### src/rtl/fp16_mul_pkg.sv
// Shared constants and types for the FP16 multiplier exponent path.
package fp16_mul_pkg;

  localparam int EXP_W        = 6;
  localparam int FP16_EXP_W   = 5;
  localparam int DEFAULT_BIAS = 15;
  localparam int EXP_INF      = 31;

  typedef enum logic [1:0] {
    ST_IDLE = 2'd0,
    ST_ADD  = 2'd1,
    ST_SUB  = 2'd2,
    ST_RESP = 2'd3
  } exp_sched_state_t;

endpackage

### src/rtl/exp_addsub6.sv
// Combinational 6-bit ripple add/sub; op=1 computes a - b as a + ~b + 1.
module exp_addsub6 (
  input  logic [5:0] a,
  input  logic [5:0] b,
  input  logic       op,
  output logic [5:0] y,
  output logic       cout
);

  logic [5:0] b_eff;
  logic       carry;

  assign b_eff = b ^ {6{op}};

  // NOTE: every variable written here gets a value before use on all paths, so no latch is inferred.
  always_comb begin
    carry = op;
    y     = '0;
    for (int i = 0; i < 6; i++) begin
      y[i]  = a[i] ^ b_eff[i] ^ carry;
      carry = (a[i] & b_eff[i]) | (carry & (a[i] ^ b_eff[i]));
    end
    cout = carry;
  end

endmodule

### src/rtl/fp16_exp_sched.sv
// Round-robin scheduler sharing one exponent add/sub unit among N_REQ multiplier lanes.
module fp16_exp_sched
  import fp16_mul_pkg::*;
#(
  parameter int N_REQ = 4,
  parameter int BIAS  = DEFAULT_BIAS
) (
  input  logic                       clk,
  input  logic                       rst_n,
  input  logic [N_REQ-1:0]           req_valid,
  output logic [N_REQ-1:0]           req_ready,
  input  logic [N_REQ*5-1:0]         req_exp_a,
  input  logic [N_REQ*5-1:0]         req_exp_b,
  output logic                       rsp_valid,
  input  logic                       rsp_ready,
  output logic [$clog2(N_REQ)-1:0]   rsp_id,
  output logic [5:0]                 rsp_exp,
  output logic                       rsp_ovf,
  output logic                       rsp_unf
);

  localparam int ID_W = $clog2(N_REQ);

  exp_sched_state_t state_q;
  logic [ID_W-1:0]  ptr_q;
  logic [ID_W-1:0]  id_q;
  logic [EXP_W-1:0] a_q, b_q, sum_q;

  logic             grant_found, grant_valid;
  logic [ID_W-1:0]  grant_id;
  logic [FP16_EXP_W-1:0] sel_a, sel_b;

  logic [EXP_W-1:0] unit_a, unit_b, unit_y;
  logic             unit_op, unit_cout;
  logic             sub_unf, sub_ovf;

  // First requesting lane at or above the pointer, wrapping upward.
  always_comb begin
    grant_found = 1'b0;
    grant_id    = '0;
    for (int k = 0; k < N_REQ; k++) begin
      if (!grant_found && req_valid[(int'(ptr_q) + k) % N_REQ]) begin
        grant_found = 1'b1;
        grant_id    = ID_W'((int'(ptr_q) + k) % N_REQ);
      end
    end
  end

  assign grant_valid = rst_n && (state_q == ST_IDLE) && grant_found;

  always_comb begin
    req_ready = '0;
    for (int i = 0; i < N_REQ; i++)
      req_ready[i] = grant_valid && (grant_id == ID_W'(i));
  end

  assign sel_a = req_exp_a[int'(grant_id)*FP16_EXP_W +: FP16_EXP_W];
  assign sel_b = req_exp_b[int'(grant_id)*FP16_EXP_W +: FP16_EXP_W];

  // The shared unit sees operands only in ADD and SUB; otherwise it idles at zero.
  always_comb begin
    unit_a  = '0;
    unit_b  = '0;
    unit_op = 1'b0;
    case (state_q)
      ST_ADD: begin
        unit_a = a_q;
        unit_b = b_q;
      end
      ST_SUB: begin
        unit_a  = sum_q;
        unit_b  = EXP_W'(BIAS);
        unit_op = 1'b1;
      end
      default: ;
    endcase
  end

  exp_addsub6 u_addsub (
    .a    (unit_a),
    .b    (unit_b),
    .op   (unit_op),
    .y    (unit_y),
    .cout (unit_cout)
  );

  // No carry-out means a borrow: sum was below the bias.
  assign sub_unf = !unit_cout || (unit_y == '0);
  assign sub_ovf = !sub_unf && (unit_y >= EXP_W'(EXP_INF));

  // NOTE: sequential state uses non-blocking assignments so all flops update together at the edge.
  always_ff @(posedge clk or negedge rst_n) begin
    if (!rst_n) begin
      // NOTE: every register, including operand and datapath holding regs, is reset so an aborted transaction leaves nothing behind.
      state_q   <= ST_IDLE;
      ptr_q     <= '0;
      id_q      <= '0;
      a_q       <= '0;
      b_q       <= '0;
      sum_q     <= '0;
      rsp_valid <= 1'b0;
      rsp_id    <= '0;
      rsp_exp   <= '0;
      rsp_ovf   <= 1'b0;
      rsp_unf   <= 1'b0;
    end else begin
      case (state_q)
        ST_IDLE: begin
          if (grant_valid) begin
            a_q     <= {1'b0, sel_a};
            b_q     <= {1'b0, sel_b};
            id_q    <= grant_id;
            ptr_q   <= (grant_id == ID_W'(N_REQ - 1)) ? '0 : grant_id + 1'b1;
            state_q <= ST_ADD;
          end
        end
        ST_ADD: begin
          sum_q   <= unit_y;
          state_q <= ST_SUB;
        end
        ST_SUB: begin
          rsp_exp   <= sub_unf ? '0 : unit_y;
          rsp_ovf   <= sub_ovf;
          rsp_unf   <= sub_unf;
          rsp_id    <= id_q;
          rsp_valid <= 1'b1;
          state_q   <= ST_RESP;
        end
        ST_RESP: begin
          if (rsp_ready) begin
            rsp_valid <= 1'b0;
            state_q   <= ST_IDLE;
          end
        end
        default: state_q <= ST_IDLE;
      endcase
    end
  end

endmodule

### config.mk
export PLATFORM = sky130hd
export DESIGN_NAME = fp16_exp_sched
export DESIGN_NICKNAME = d
export VERILOG_FILES = /design/src/rtl/fp16_mul_pkg.sv /design/src/rtl/exp_addsub6.sv /design/src/rtl/fp16_exp_sched.sv
export SDC_FILE = /design/constraint.sdc
export NUM_CORES = 1
export LEC_CHECK = 0
export CAP_MARGIN = 20
export CORE_UTILIZATION = 40
export DETAILED_ROUTE_END_ITERATION = 8
export PLACE_DENSITY = 0.69
export SETUP_SLACK_MARGIN = 0.3
export SLEW_MARGIN = 20
export SYNTH_ARGS = -nofsm -noshare
export SYNTH_HDL_FRONTEND = slang
export SYNTH_SLANG_ARGS = --single-unit
### constraint.sdc
create_clock -name clk -period 12.4 [get_ports clk]
set_input_delay 2.48 -clock clk [delete_from_list [all_inputs] [get_ports clk]]
set_output_delay 2.48 -clock clk [all_outputs]
set_load 0.02 [all_outputs]
==> results.txt <==
At the later pin of the worst-skew pair, clock insertion delay measures 0.28 ns. The post-synth design cell area is 0.00214 mm^2. The ratio of total power to cell area came out at 216 mW/mm^2.

The highest clock rate is 131 MHz. The final count of pins violating max slew came out at 0. The post-detailed-placement half-perimeter wirelength is 3310 um. The count of buffers inserted at the top-level ports is 61.

The first global-routing pass estimated 7480 um of wire. Routability-driven placement finished with a final weighted congestion of 0.742. The most frequent cell on the critical path is sky130_fd_sc_hd__clkdlybuf4s50_1. The kind of path behind the tightest hold check is register to register. The number of optimization iterations in the first detailed-route pass came out at 4. The total negative setup slack is 0 ns.

The type of element capturing the critical path is a primary output. The number of max-cap violations came out at 0. Counting both buffers and inverters, the worst setup path holds a total of 3. The total of endpoints with negative setup slack in the final report is 0.

The slew of the pin with the lowest slew margin came out at 0.968 ns. The required time at the worst-slack endpoint is 9.92 ns. TritonCTS built the clock tree.

The worst path uses 61.7% of the clock period. The CTS H-tree depth came out at 2. The share of power burned in registers came out at 29.3%.

The total number of clock tree sinks is 33. The initial antenna violation count is 0. Counting flops and latches in the post-synthesis netlist gives 33. Summed over all layers, the global routing overflow is 0. The maximum net fanout on the critical path is 24.

The clock skew is 0.00569 ns. In this run switching power makes up 40.4% of total power. The via count of the first global-routing pass is 1634. On the critical path, the stage with the largest delay is an instance of sky130_fd_sc_hd__o221ai_4. Tracing the worst setup path back leads to its startpoint at req_valid[1]. On the critical path the largest part of the delay comes from buffers and inverters. The maximum number of pins on one net before global-route repair came out at 36. The leakage power came out at 1.33 nW. For this run, the post-layout net count is 318. The number of instances in the synthesized netlist came out at 200. The die is 75.1 um wide. The cell with the most instances after synthesis is sky130_fd_sc_hd__dfrtp_1. The combinational share of power came out at 56.2%. The part of the power in the clock network came out at 14.5%. The chip height came out at 75.1 um. The post-detailed-routing wire length came out at 4420 um. The signal on the critical path passes through clkdlybuf4s50_1 > mux2_4 > o221ai_4 > inv_1 > ha_1 > and2_1 > clkdlybuf4s50_1. The core region is 0.00514 mm^2. The number of design-rule violations left by the first detailed-router iteration is 62. After synthesis, the cell types taking the most area are sky130_fd_sc_hd__dfrtp_1 (39%), sky130_fd_sc_hd__mux2i_1 (9.4%), sky130_fd_sc_hd__ha_1 (5.9%), sky130_fd_sc_hd__nor3_1 (4.7%), sky130_fd_sc_hd__mux2_2 (4.2%).

After synthesis, the largest area contributor takes up 38.6% of total cell area. The site row count is 26. The total via count after detailed routing is 1702. Compared with the post-synthesis result, the final layout area differs by 33.3%.

The cell accounting for the most synthesized area is sky130_fd_sc_hd__dfrtp_1. The beginning of the worst hold path is id_q[0]$_DFFE_PN0P_. The repair_antennas step left the layout with diodes totalling 0. The net switching power figure came out at 249 uW. In this run, post-CTS hold repair placed 0 buffers. The number of flops mapped to enable cells by yosys came out at 0.

The internal power contribution came out at 367 uW. For this run, the register share of the synthesized area comes to 38.6%. The post-route netlist has 9.30% of its cells at a drive strength greater than 1. The remaining antenna violation count came out at 0. In the global route stage, overall resource usage came out at 17.7%.

The effective utilization at floorplan is 41.6%. The final critical path time including I/O delays and setup is 7.65 ns. The maximum vdd ir drop is 0.0973 mV.

The worst max-slew margin expressed relative to the limit came out at 35.4%. The residual DRC count came out at 0. The number of gates resized after CTS came out at 0. The clock passes through at most 2 buffers. The number of hold violations in the final report came out at 0. The top-level port count is 62. The post-CTS setup-driven buffer insertion count came out at 0. The net count after synthesis came out at 261. Setup repair after global routing left no endpoint under its margin.

The floorplan step defined a die boundary enclosing 0.00564 mm^2. The number of different library cells in the post-synthesis netlist came out at 42. The overall power consumption is 616 uW. The startpoint identified for the worst register-to-register timing path is state_q[0]$_DFFE_PN0P_. The clock transition time at the flip-flop clock pins of the worst setup and hold paths came out at 0.07 ns. The mean cell area of the mapped netlist came out at 10.7 um^2. The CTS root buffer is sky130_fd_sc_hd__clkbuf_8. The data arrival time of the worst path came out at 5.17 ns. Using the TritonRoute via totals, the vias-per-cell ratio works out to 5.19. The total CTS buffers came out at 5. The share of synthesized flip-flops with an asynchronous set or reset came out at 100%. The flow ran to the end, and the final reports show no timing, DRC or antenna violations. STA classifies the critical path startpoint as an input port.

The number of warnings issued by yosys came out at 0. The wire length per cell after detailed routing came out at 13.5 um. The commonest cells after synthesis are sky130_fd_sc_hd__dfrtp_1 (33), sky130_fd_sc_hd__mux2i_1 (20), sky130_fd_sc_hd__nor3_1 (20).

The largest incremental delay on the critical path came out at 0.76 ns. The critical path is of the input port to primary output type. The worst hold slack across all endpoints came out at 0.483 ns.

The most frequently used flop master after synthesis is sky130_fd_sc_hd__dfrtp_1. The share of the core filled with cells came out at 55.4%.
[layer usage]
metal	track usage (%)	routed length, um
met5	0	0
met2	29.9	2270
met3	3.35	148
met1	22.7	1930
met4	5.66	65
[worst register-to-register path: cells and delay by family (launching register included)]
kind	cells	cell delay (ns)
compound gates	5	0.96
fa+ha+maj	6	2.03
flops	1	0.42
buf+inv	4	0.51
simple gates	1	0.32
[cells by family (layout without fill, tap and decap cells)]
kind of cell | Yosys count | count (layout) | share of synthesized area (%)
mux | 29 | 29 | 14.3
buf+inv | 23 | 81 | 6.56
flops | 33 | 33 | 38.6
compound gates | 47 | 47 | 17.7
simple gates | 52 | 52 | 12.4
xor+xnor | 2 | 2 | 0.820
fa+ha+maj | 14 | 14 | 9.60
[cell usage in the layout, fill, tap and decap left out, types with 3 or more instances in the layout]
cell type                         instances
sky130_fd_sc_hd__ha_1                    10
sky130_fd_sc_hd__nor2_1                   6
sky130_fd_sc_hd__and2_1                   4
sky130_fd_sc_hd__a211o_1                 10
sky130_fd_sc_hd__mux2i_1                 20
sky130_fd_sc_hd__mux2_2                   8
sky130_fd_sc_hd__nand2_1                  9
sky130_fd_sc_hd__a21o_1                   3
sky130_fd_sc_hd__dfrtp_1                 33
sky130_fd_sc_hd__o21ai_0                  6
sky130_fd_sc_hd__nor2b_1                  5
sky130_fd_sc_hd__clkbuf_8                 7
sky130_fd_sc_hd__a22o_1                   6
sky130_fd_sc_hd__a22oi_1                  3
sky130_fd_sc_hd__nor3_1                  20
sky130_fd_sc_hd__a21oi_1                  6
sky130_fd_sc_hd__inv_1                   10
sky130_fd_sc_hd__clkdlybuf4s50_1         61
sky130_fd_sc_hd__fa_1                     4
[registers in the layout, indices dropped and copies added, names as in the netlist]
signal,cells
a_q,5
b_q,5
id_q,2
ptr_q,2
rsp_exp,6
rsp_id,2
rsp_ovf,1
rsp_unf,1
rsp_valid,1
state_q,2
sum_q,6
[layout make-up]
type	instances	area [um^2]
Fill cell	503	2290
Multi-Input combinational cell	144	1170
Sequential cell	33	826
Timing Repair Buffer	63	626
Clock buffer	7	96.3
Tap cell	70	87.6
Inverter	10	37.5
Clock inverter	1	5.00
[metrics by stage]
step,setup slack [ns],std cells,area (um^2)
4_1_cts,4.75,328,2850
6_report,4.75,328,2850
3_5_place_dp,4.76,320,2750
5_1_grt,4.59,328,2850
2_1_floorplan,6.24,200,2140
3_3_place_gp,4.81,320,2750
[power by group through the flow]
stage,Sequential [mW],Combinational (mW),Clock (mW)
global placement,0.182,0.344,0
finish,0.181,0.346,0.0892
floorplan,0.187,0.263,0
CTS,0.181,0.349,0.0921
global route,0.187,0.387,0.0967
detailed placement,0.183,0.348,0
[worst paths after layout]
path | slack, ns | endpoint | cells after the start
max | 4.75 | req_ready[3] | 7
min | 0.48 | id_q[0]$_DFFE_PN0P_ | 2
max reg2reg | 8.05 | rsp_exp[5]$_DFFE_PN0N_ | 16
min reg2reg | 0.48 | id_q[0]$_DFFE_PN0P_ | 2
max in group asynchronous | 9.48 | sum_q[2]$_DFFE_PN0N_ | 2
min in group asynchronous | 2.61 | rsp_id[0]$_DFFE_PN0N_ | 2
(Power assumes the default switching activity.)
